`config.mk`:
```
export PLATFORM = sky130hd
export DESIGN_NAME = bus_cycle_ctrl_8088
export DESIGN_NICKNAME = d
export VERILOG_FILES = /design/src/rtl/bus_cycle_ctrl_8088.sv
export SDC_FILE = /design/constraint.sdc
export NUM_CORES = 1
export LEC_CHECK = 0
export ABC_AREA = 1
export ABC_CLOCK_PERIOD_IN_PS = 2700
export BUFFER_PORTS_ARGS = -buffer_cell sky130_fd_sc_hd__buf_2
export CORE_UTILIZATION = 48
export CTS_CLUSTER_DIAMETER = 150
export DETAILED_ROUTE_END_ITERATION = 7
export HOLD_SLACK_MARGIN = 0.03
export PLACE_DENSITY = 0.76
export SETUP_SLACK_MARGIN = 0.15
export SLEW_MARGIN = 0
export SYNTH_ARGS = -nofsm -noshare
export SYNTH_HDL_FRONTEND = slang
export SYNTH_SLANG_ARGS = --single-unit
export TNS_END_PERCENT = 20
```
`constraint.sdc`:
```
create_clock -name CLK -period 2.7 [get_ports CLK]
set_input_delay 0.54 -clock CLK [delete_from_list [all_inputs] [get_ports CLK]]
set_output_delay 0.54 -clock CLK [all_outputs]
set_load 0.05 [all_outputs]
```
`src/rtl/bus_cycle_ctrl_8088.sv`:
```
// 8088 bus-cycle sequencer: turns EU transfers and code prefetches into T1-T4 bus
// cycles with READY wait states, HOLD/HLDA arbitration and prefetch-queue bookkeeping.
module bus_cycle_ctrl_8088 #(
    parameter int unsigned QUEUE_DEPTH = 4,
    parameter logic [15:0] RESET_IP    = 16'h0000
) (
    input  logic        CLK,
    input  logic        RST,
    input  logic        REQ,
    input  logic [2:0]  REQ_TYPE,
    input  logic [1:0]  REQ_SEG,
    input  logic [15:0] REQ_OFS,
    input  logic [7:0]  REQ_WDATA,
    output logic        ACK,
    output logic [7:0]  RDATA,
    input  logic [7:0]  AD_IN,
    output logic [7:0]  AD_OUT,
    output logic        AD_OE,
    output logic        IOM,
    output logic        DTR,
    output logic        DEN,
    output logic        ALE,
    output logic        RD,
    output logic        WR,
    output logic        INTA_N,
    input  logic        READY,
    input  logic        HOLD,
    output logic        HLDA,
    output logic [1:0]  SEG_SEL,
    output logic [15:0] ADDR_OFS,
    output logic        QUEUE_ENA,
    output logic [7:0]  QUEUE_IN,
    input  logic        QUEUE_POP,
    input  logic        QUEUE_FLUSH,
    input  logic [15:0] NEW_IP,
    output logic [2:0]  QUEUE_CNT
);

    typedef enum logic [2:0] {S_IDLE, S_T1, S_T2, S_T3, S_TW, S_T4, S_HOLD} state_t;
    typedef enum logic [2:0] {K_FETCH, K_MRD, K_MWR, K_IORD, K_IOWR, K_INTA} kind_t;

    localparam logic [2:0] DEPTH = 3'(QUEUE_DEPTH);
    localparam logic [1:0] SEG_CS = 2'b01;

    state_t      r_state;
    kind_t       r_kind;
    logic        r_flushed;
    logic [7:0]  r_wdata;
    logic [15:0] r_ip;

    kind_t       w_req_kind;
    logic        w_req_io;
    logic        w_req_wr;
    logic        w_is_wr;
    logic        w_is_inta;
    logic        w_is_fetch;
    logic        w_pop;
    logic [2:0]  w_cnt_next;
    logic        w_fetch_ok;
    logic        w_ready_exit;
    logic        w_fetch_done;
    logic [15:0] w_ip_next;

    always_comb begin
        case (REQ_TYPE)
            3'b001:  w_req_kind = K_MWR;
            3'b010:  w_req_kind = K_IORD;
            3'b011:  w_req_kind = K_IOWR;
            3'b100:  w_req_kind = K_INTA;
            default: w_req_kind = K_MRD;
        endcase
    end

    always_comb begin
        w_req_io     = (w_req_kind == K_IORD) || (w_req_kind == K_IOWR);
        w_req_wr     = (w_req_kind == K_MWR)  || (w_req_kind == K_IOWR);
        w_is_wr      = (r_kind == K_MWR) || (r_kind == K_IOWR);
        w_is_inta    = (r_kind == K_INTA);
        w_is_fetch   = (r_kind == K_FETCH);
        w_pop        = QUEUE_POP && (QUEUE_CNT != '0);
        // Occupancy after this edge; arbitration uses it so a fetch completing in T4 counts.
        w_cnt_next   = QUEUE_FLUSH ? '0 : QUEUE_CNT + {2'b00, QUEUE_ENA} - {2'b00, w_pop};
        w_fetch_ok   = !QUEUE_FLUSH && (w_cnt_next < DEPTH);
        w_ready_exit = ((r_state == S_T3) || (r_state == S_TW)) && READY;
        w_fetch_done = w_ready_exit && w_is_fetch && !r_flushed && !QUEUE_FLUSH;
        w_ip_next    = QUEUE_FLUSH ? NEW_IP : (w_fetch_done ? r_ip + 16'd1 : r_ip);
    end

    always_ff @(posedge CLK or posedge RST) begin
        if (RST) begin
            r_state   <= S_IDLE;
            r_kind    <= K_FETCH;
            r_flushed <= 1'b0;
            r_wdata   <= '0;
            r_ip      <= RESET_IP;
            ALE       <= 1'b0;
            RD        <= 1'b1;
            WR        <= 1'b1;
            DEN       <= 1'b1;
            INTA_N    <= 1'b1;
            DTR       <= 1'b0;
            IOM       <= 1'b0;
            AD_OE     <= 1'b0;
            AD_OUT    <= '0;
            ACK       <= 1'b0;
            RDATA     <= '0;
            HLDA      <= 1'b0;
            QUEUE_ENA <= 1'b0;
            QUEUE_IN  <= '0;
            QUEUE_CNT <= '0;
            SEG_SEL   <= SEG_CS;
            ADDR_OFS  <= RESET_IP;
        end else begin
            QUEUE_CNT <= w_cnt_next;
            r_ip      <= w_ip_next;
            ACK       <= 1'b0;
            QUEUE_ENA <= 1'b0;

            case (r_state)
                S_IDLE, S_T4: begin
                    AD_OE <= 1'b0;
                    if (HOLD) begin
                        r_state <= S_HOLD;
                        HLDA    <= 1'b1;
                    end else if (REQ) begin
                        r_state   <= S_T1;
                        r_kind    <= w_req_kind;
                        r_flushed <= 1'b0;
                        r_wdata   <= REQ_WDATA;
                        ALE       <= 1'b1;
                        IOM       <= w_req_io;
                        DTR       <= w_req_wr;
                        SEG_SEL   <= REQ_SEG;
                        ADDR_OFS  <= REQ_OFS;
                    end else if (w_fetch_ok) begin
                        r_state   <= S_T1;
                        r_kind    <= K_FETCH;
                        r_flushed <= 1'b0;
                        ALE       <= 1'b1;
                        IOM       <= 1'b0;
                        DTR       <= 1'b0;
                        SEG_SEL   <= SEG_CS;
                        ADDR_OFS  <= r_ip;
                    end else begin
                        r_state <= S_IDLE;
                    end
                end
                S_T1: begin
                    r_state <= S_T2;
                    ALE     <= 1'b0;
                    DEN     <= 1'b0;
                    RD      <= w_is_wr || w_is_inta;
                    WR      <= !w_is_wr;
                    INTA_N  <= !w_is_inta;
                    if (w_is_wr) begin
                        AD_OE  <= 1'b1;
                        AD_OUT <= r_wdata;
                    end
                    if (QUEUE_FLUSH && w_is_fetch) r_flushed <= 1'b1;
                end
                S_T2: begin
                    r_state <= S_T3;
                    if (QUEUE_FLUSH && w_is_fetch) r_flushed <= 1'b1;
                end
                S_T3, S_TW: begin
                    if (QUEUE_FLUSH && w_is_fetch) r_flushed <= 1'b1;
                    if (READY) begin
                        r_state <= S_T4;
                        RD      <= 1'b1;
                        WR      <= 1'b1;
                        INTA_N  <= 1'b1;
                        DEN     <= 1'b1;
                        if (w_is_fetch) begin
                            if (w_fetch_done) begin
                                QUEUE_ENA <= 1'b1;
                                QUEUE_IN  <= AD_IN;
                            end
                        end else begin
                            ACK <= 1'b1;
                            if (!w_is_wr) RDATA <= AD_IN;
                        end
                    end else begin
                        r_state <= S_TW;
                    end
                end
                S_HOLD: begin
                    if (!HOLD) begin
                        r_state <= S_IDLE;
                        HLDA    <= 1'b0;
                    end
                end
                default: r_state <= S_IDLE;
            endcase
        end
    end

endmodule

```
Yosys cells after proc, flatten, opt, wreduce, memory -nomap -nowiden:

Index checks and enable logic that the tools add are counted.
Widths: inputs -> output; s select.

* add/subtract/negate cells: 3
* $mul: 0
* divide/modulo/power cells: 0
* order comparisons: 1
* equality and inequality tests: 23
* shifts and indexed selects: 0
* mux-type cells: 44
* bitwise gates (word level): 3
* reductions and logical operators: 38

Operators with widths (number)
* $mux 16: 4
* $mux 1: 23
* $eq 3x2->1 const B: 7
* $eq 3x3->1 const B: 7
* $add 16x1->16 const B: 1
* $pmux 1 s2: 8
* $mux 3: 5
* $pmux 3 s5: 1
* $pmux 3 s4: 1
* $reduce_and 3->1: 4
* $reduce_and 4->1: 3
* $reduce_bool 2->1: 6
* $ne 2x2->1 const B: 5
* $logic_and 1x1->1: 7
* $eq 3x1->1 const B: 2
* $logic_not 3->1: 2
* $reduce_and 2->1: 3
* $logic_or 1x1->1: 5
* $logic_not 1->1: 4
* $mux 2: 2
* $reduce_or 2->1: 2
* $reduce_or 4->1: 1
* $add 3x1->3: 1
* $lt 3x3->1 const B: 1
* 5 further kinds: 7

* bits in registers: 87
* bits in latches: 0
* RAM bits: 0
* ROM bits: 0
* input bits: 60
* output and inout port bits: 56
* logic and storage cells: 134
* memories: 0

Longest topological paths before layout:

* word-level depth: 10
* mapped depth: 15
* mapped depth without buffers: 14

Worst setup path after synthesis:

Ideal clock, no wire load.

* path kind: reg2reg
* from: reg QUEUE_CNT[1]
* to: reg ADDR_OFS[10]
* setup time: 0.130 ns
* data arrival time: 2.383 ns
* required time: 2.570 ns
* setup slack: 0.187 ns
* cell stages (with the launch flop): 15
* path buffers: 1
* period minus slack after synthesis: 2.513 ns
* cell sequence: dfrtp_1 > inv_1 > a31oi_1 > ha_1 > inv_1 > ha_1 > inv_1 > fa_1 > inv_1 > nand2_1 > nand3_1 > nand2_1 > nand2_2 > clkbuf_1 > o21ai_0

* cells in the longest elaborated chain, start to end: 8
* elaborated cells between the ends (all ways): 9
* classes of those cells: add/sub: 2; order compare: 1; mux: 1; reduce/logical: 5

RTL lines
* start: declaration: RTL line 36 `output logic [2:0] QUEUE_CNT`
* start signal: assignment: RTL line 114 `QUEUE_CNT <= w_cnt_next;`
* branches (longest 2 deep; another with $add 3x1->3)
* $sub 3x1->3 *: RTL line 82 `w_cnt_next = QUEUE_FLUSH ? '0 : QUEUE_CNT + {2'b00, QUEUE_ENA} - {2'b00, w_pop};`
* $mux 3 *: RTL line 82
* $lt 3x3->1 *: RTL line 83 `w_fetch_ok = !QUEUE_FLUSH && (w_cnt_next < DEPTH);`
* $logic_and 1x1->1 *: RTL line 83
* $reduce_bool 2->1 (no line) *
* $reduce_and 3->1 (no line) *
* end signal: assignment: RTL line 143 `ADDR_OFS <= r_ip;`
* end: declaration: RTL line 30 `output logic [15:0] ADDR_OFS,`

Every way passes the cells marked *.
A chain may end at the register's enable or synchronous reset.

Worst setup path in the final report:

* from: reg QUEUE_CNT[1]
* to: reg ADDR_OFS[5]

Same word-level chain as after synthesis.

==> impl_metrics.ini <==
[outcome]
outcome = finished clean

[cts]
htree_levels = 3
clock_path_buffers = 2
cts.sinks = 87
worstSkewPairLatency_ns = 0.37
clockRootBuffer = clkbuf_8
cts_made_buffers = 9
postCtsSetupBuffers = 0
cts_tree = done
ctsResizeCount = 0
hold_buffers = 0
clkTransAtPathRegs_ns = 0.10

[timing]
period_share_pct = 85.8
hold_violations = 0
post-route-min-period_ns = 2.32
setup_viol = 0
rsz0062_at_grt = false
fmax_mhz = 432
finalMaxSlewViolations = 0
skew_ns = 0.0184
tns_ns = 0
worstMarginPinSlew_ns = 0.640
slew-limit-headroom_pct = 57.4

[routing]
drc = 0
routed_wl_um = 10100
firstDrtPassIters = 4
drtIter0Drc = 170
via_per_inst = 5.00
ant_nets = 0
wl_per_cell_um = 13.1
num_vias = 3838

[hold_path]
hp-class = in2async

[setup_path]
critical_path_required_ns = 2.96
crit_arrival_ns = 2.58
crit_type = reg2reg
endpoint_kind = register
worstPathMaxFanout = 43
start_kind = register
reg2regPathDepth = 13

[placed_design]
placed_area_mm2 = 0.00497
place_hpwl_um = 7480
gp_congestion = 0.930
port_buffers = 115

[synth]
async_flop_share_pct = 100
ys.flop_type = dfrtp_1
synth.top_cells.by_count = nand2_1 (191), dfrtp_1 (82), nand3_1 (48), inv_1 (46), o21ai_0 (41)
synth_top_area_share_pct = 47.8
yosys.area.top_type = dfrtp_1
syn_nets = 604
syn_area_per_cell_um2 = 7.95
syn_inst = 540
ys_warn_count = 0
synth_area_leaders = dfrtp_1 (48%), nand2_1 (17%), nand3_1 (5.6%)
ys_seq_elements = 87
yosys.cell_count.top_type = nand2_1
ys_seq_area_share_pct = 50.8
syn-cell-area_mm2 = 0.00429
synth_cell_types = 32
synth_edf_count = 0

[global_routing]
gr-usage-all-layers_pct = 22.5
grt-ovfl-total = 0
grt_pass1_wl_um = 15800
grt_max_degree = 52
antenna_found_initial = 0
grt_pass1_vias = 3339

[final_layout]
diodes = 0
drive_above_1_share_pct = 27.6
area_growth_pct = 20.8
final_area_mm2 = 0.00519
register_area_mm2 = 0.00218
nets = 719
multiInputGateArea_mm2 = 0.00181
num-fill-cells = 834

[power]
power.density_mw_per_mm2 = 1200
leakage_uw = 0.00284
ir_worst_vdd_mv = 0.650
finalPower_uw = 6230

[floorplan]
core-area_mm2 = 0.00868
die_h_um = 96.6
initial_utilization_pct = 49.5
ios = 116
rows = 34
die-area_mm2 = 0.00933
die_w_um = 96.6

[job]
drv_cap = 0
metrics by stage:
step | worst slack, ns | cells | util (%) | hold slack, ns
floorplan | 0.187 | 540 | - | 0.442
detailed placement | 0.209 | 752 | 57.3 | 0.459
global route | 0.176 | 768 | 59.8 | 0.346
CTS | 0.382 | 768 | 59.8 | 0.315
global placement | 0.289 | 752 | 57.3 | 0.449
finish | 0.385 | 768 | 59.8 | 0.306
placed cells by master, fill, tap and decap left out, types with 7 or more instances in the layout:
cell type and count:
buf_2 115, buf_4 7, clkbuf_8 10, dfrtp_1 82
inv_1 45, nand2_1 191, nand3_1 48, nor2_1 33
o21ai_0 41, o21ai_1 11, o21ai_2 8, or2_2 8
where the power goes:
group | total [µW] | internal (µW) | switching [µW]
clock | 967 | 466 | 500
sequential | 2210 | 1840 | 373
combinational | 3050 | 776 | 2280
cells by family after synthesis:
family	Yosys count	synth area share (%)
adders and majority gates	4	1.34
AOI/OAI and AO/OA	70	9.30
and+or+nand+nor	304	30.6
buffers and inverters	71	7.02
muxes	4	0.932
DFF	87	50.8
critical path: stages (launching register included):
cell	delay, ns
dfrtp_1	0.42
inv_1	0.08
a31oi_1	0.14
ha_1	0.25
inv_1	0.06
ha_1	0.13
inv_1	0.05
fa_1	0.37
nand3_1	0.11
nand3_1	0.10
nand2_1	0.08
nand2_2	0.06
buf_12	0.18
o21ai_0	0.20
cell type report:
| class | count | share of cell area, % |
|---|---|---|
| Clock inverter | 6 | 1.42 |
| Inverter | 52 | 3.84 |
| Sequential cell | 87 | 42.1 |
| Tap cell | 108 | 2.61 |
| Clock buffer | 10 | 2.65 |
| Multi-Input combinational cell | 382 | 34.9 |
| Timing Repair Buffer | 123 | 12.5 |
routing by layer:
metal,vias to the layer above,global-route usage [%],share of wire (%)
met1,1767,31.0,47
met5,-,0,0
met3,20,3.60,4.8
met2,105,34.4,46
met4,0,11.0,2.5
li1,1946,-,-
path summary, 6_finish.rpt:
check,start,endpoint,slack [ns]
worst max-delay path,QUEUE_CNT[1],ADDR_OFS[5],0.38
worst min-delay path,RST,RDATA[7],0.31
worst max register to register,QUEUE_CNT[1],ADDR_OFS[5],0.38
worst min register to register,AD_OUT[2],AD_OUT[2],0.48
max in group asynchronous,RST,QUEUE_IN[4],1.88
min in group CLK,REQ_WDATA[5],r_wdata[5],0.40
state kept, by name, indices dropped and copies added, names as in the netlist, 2 cells and up:
register   count
QUEUE_IN       8
RDATA          8
r_kind         3
ADDR_OFS      16
r_state        3
r_wdata        8
QUEUE_CNT      3
AD_OUT         8
SEG_SEL        2
r_ip          16
Note: power is estimated with default switching activity, not from simulation.
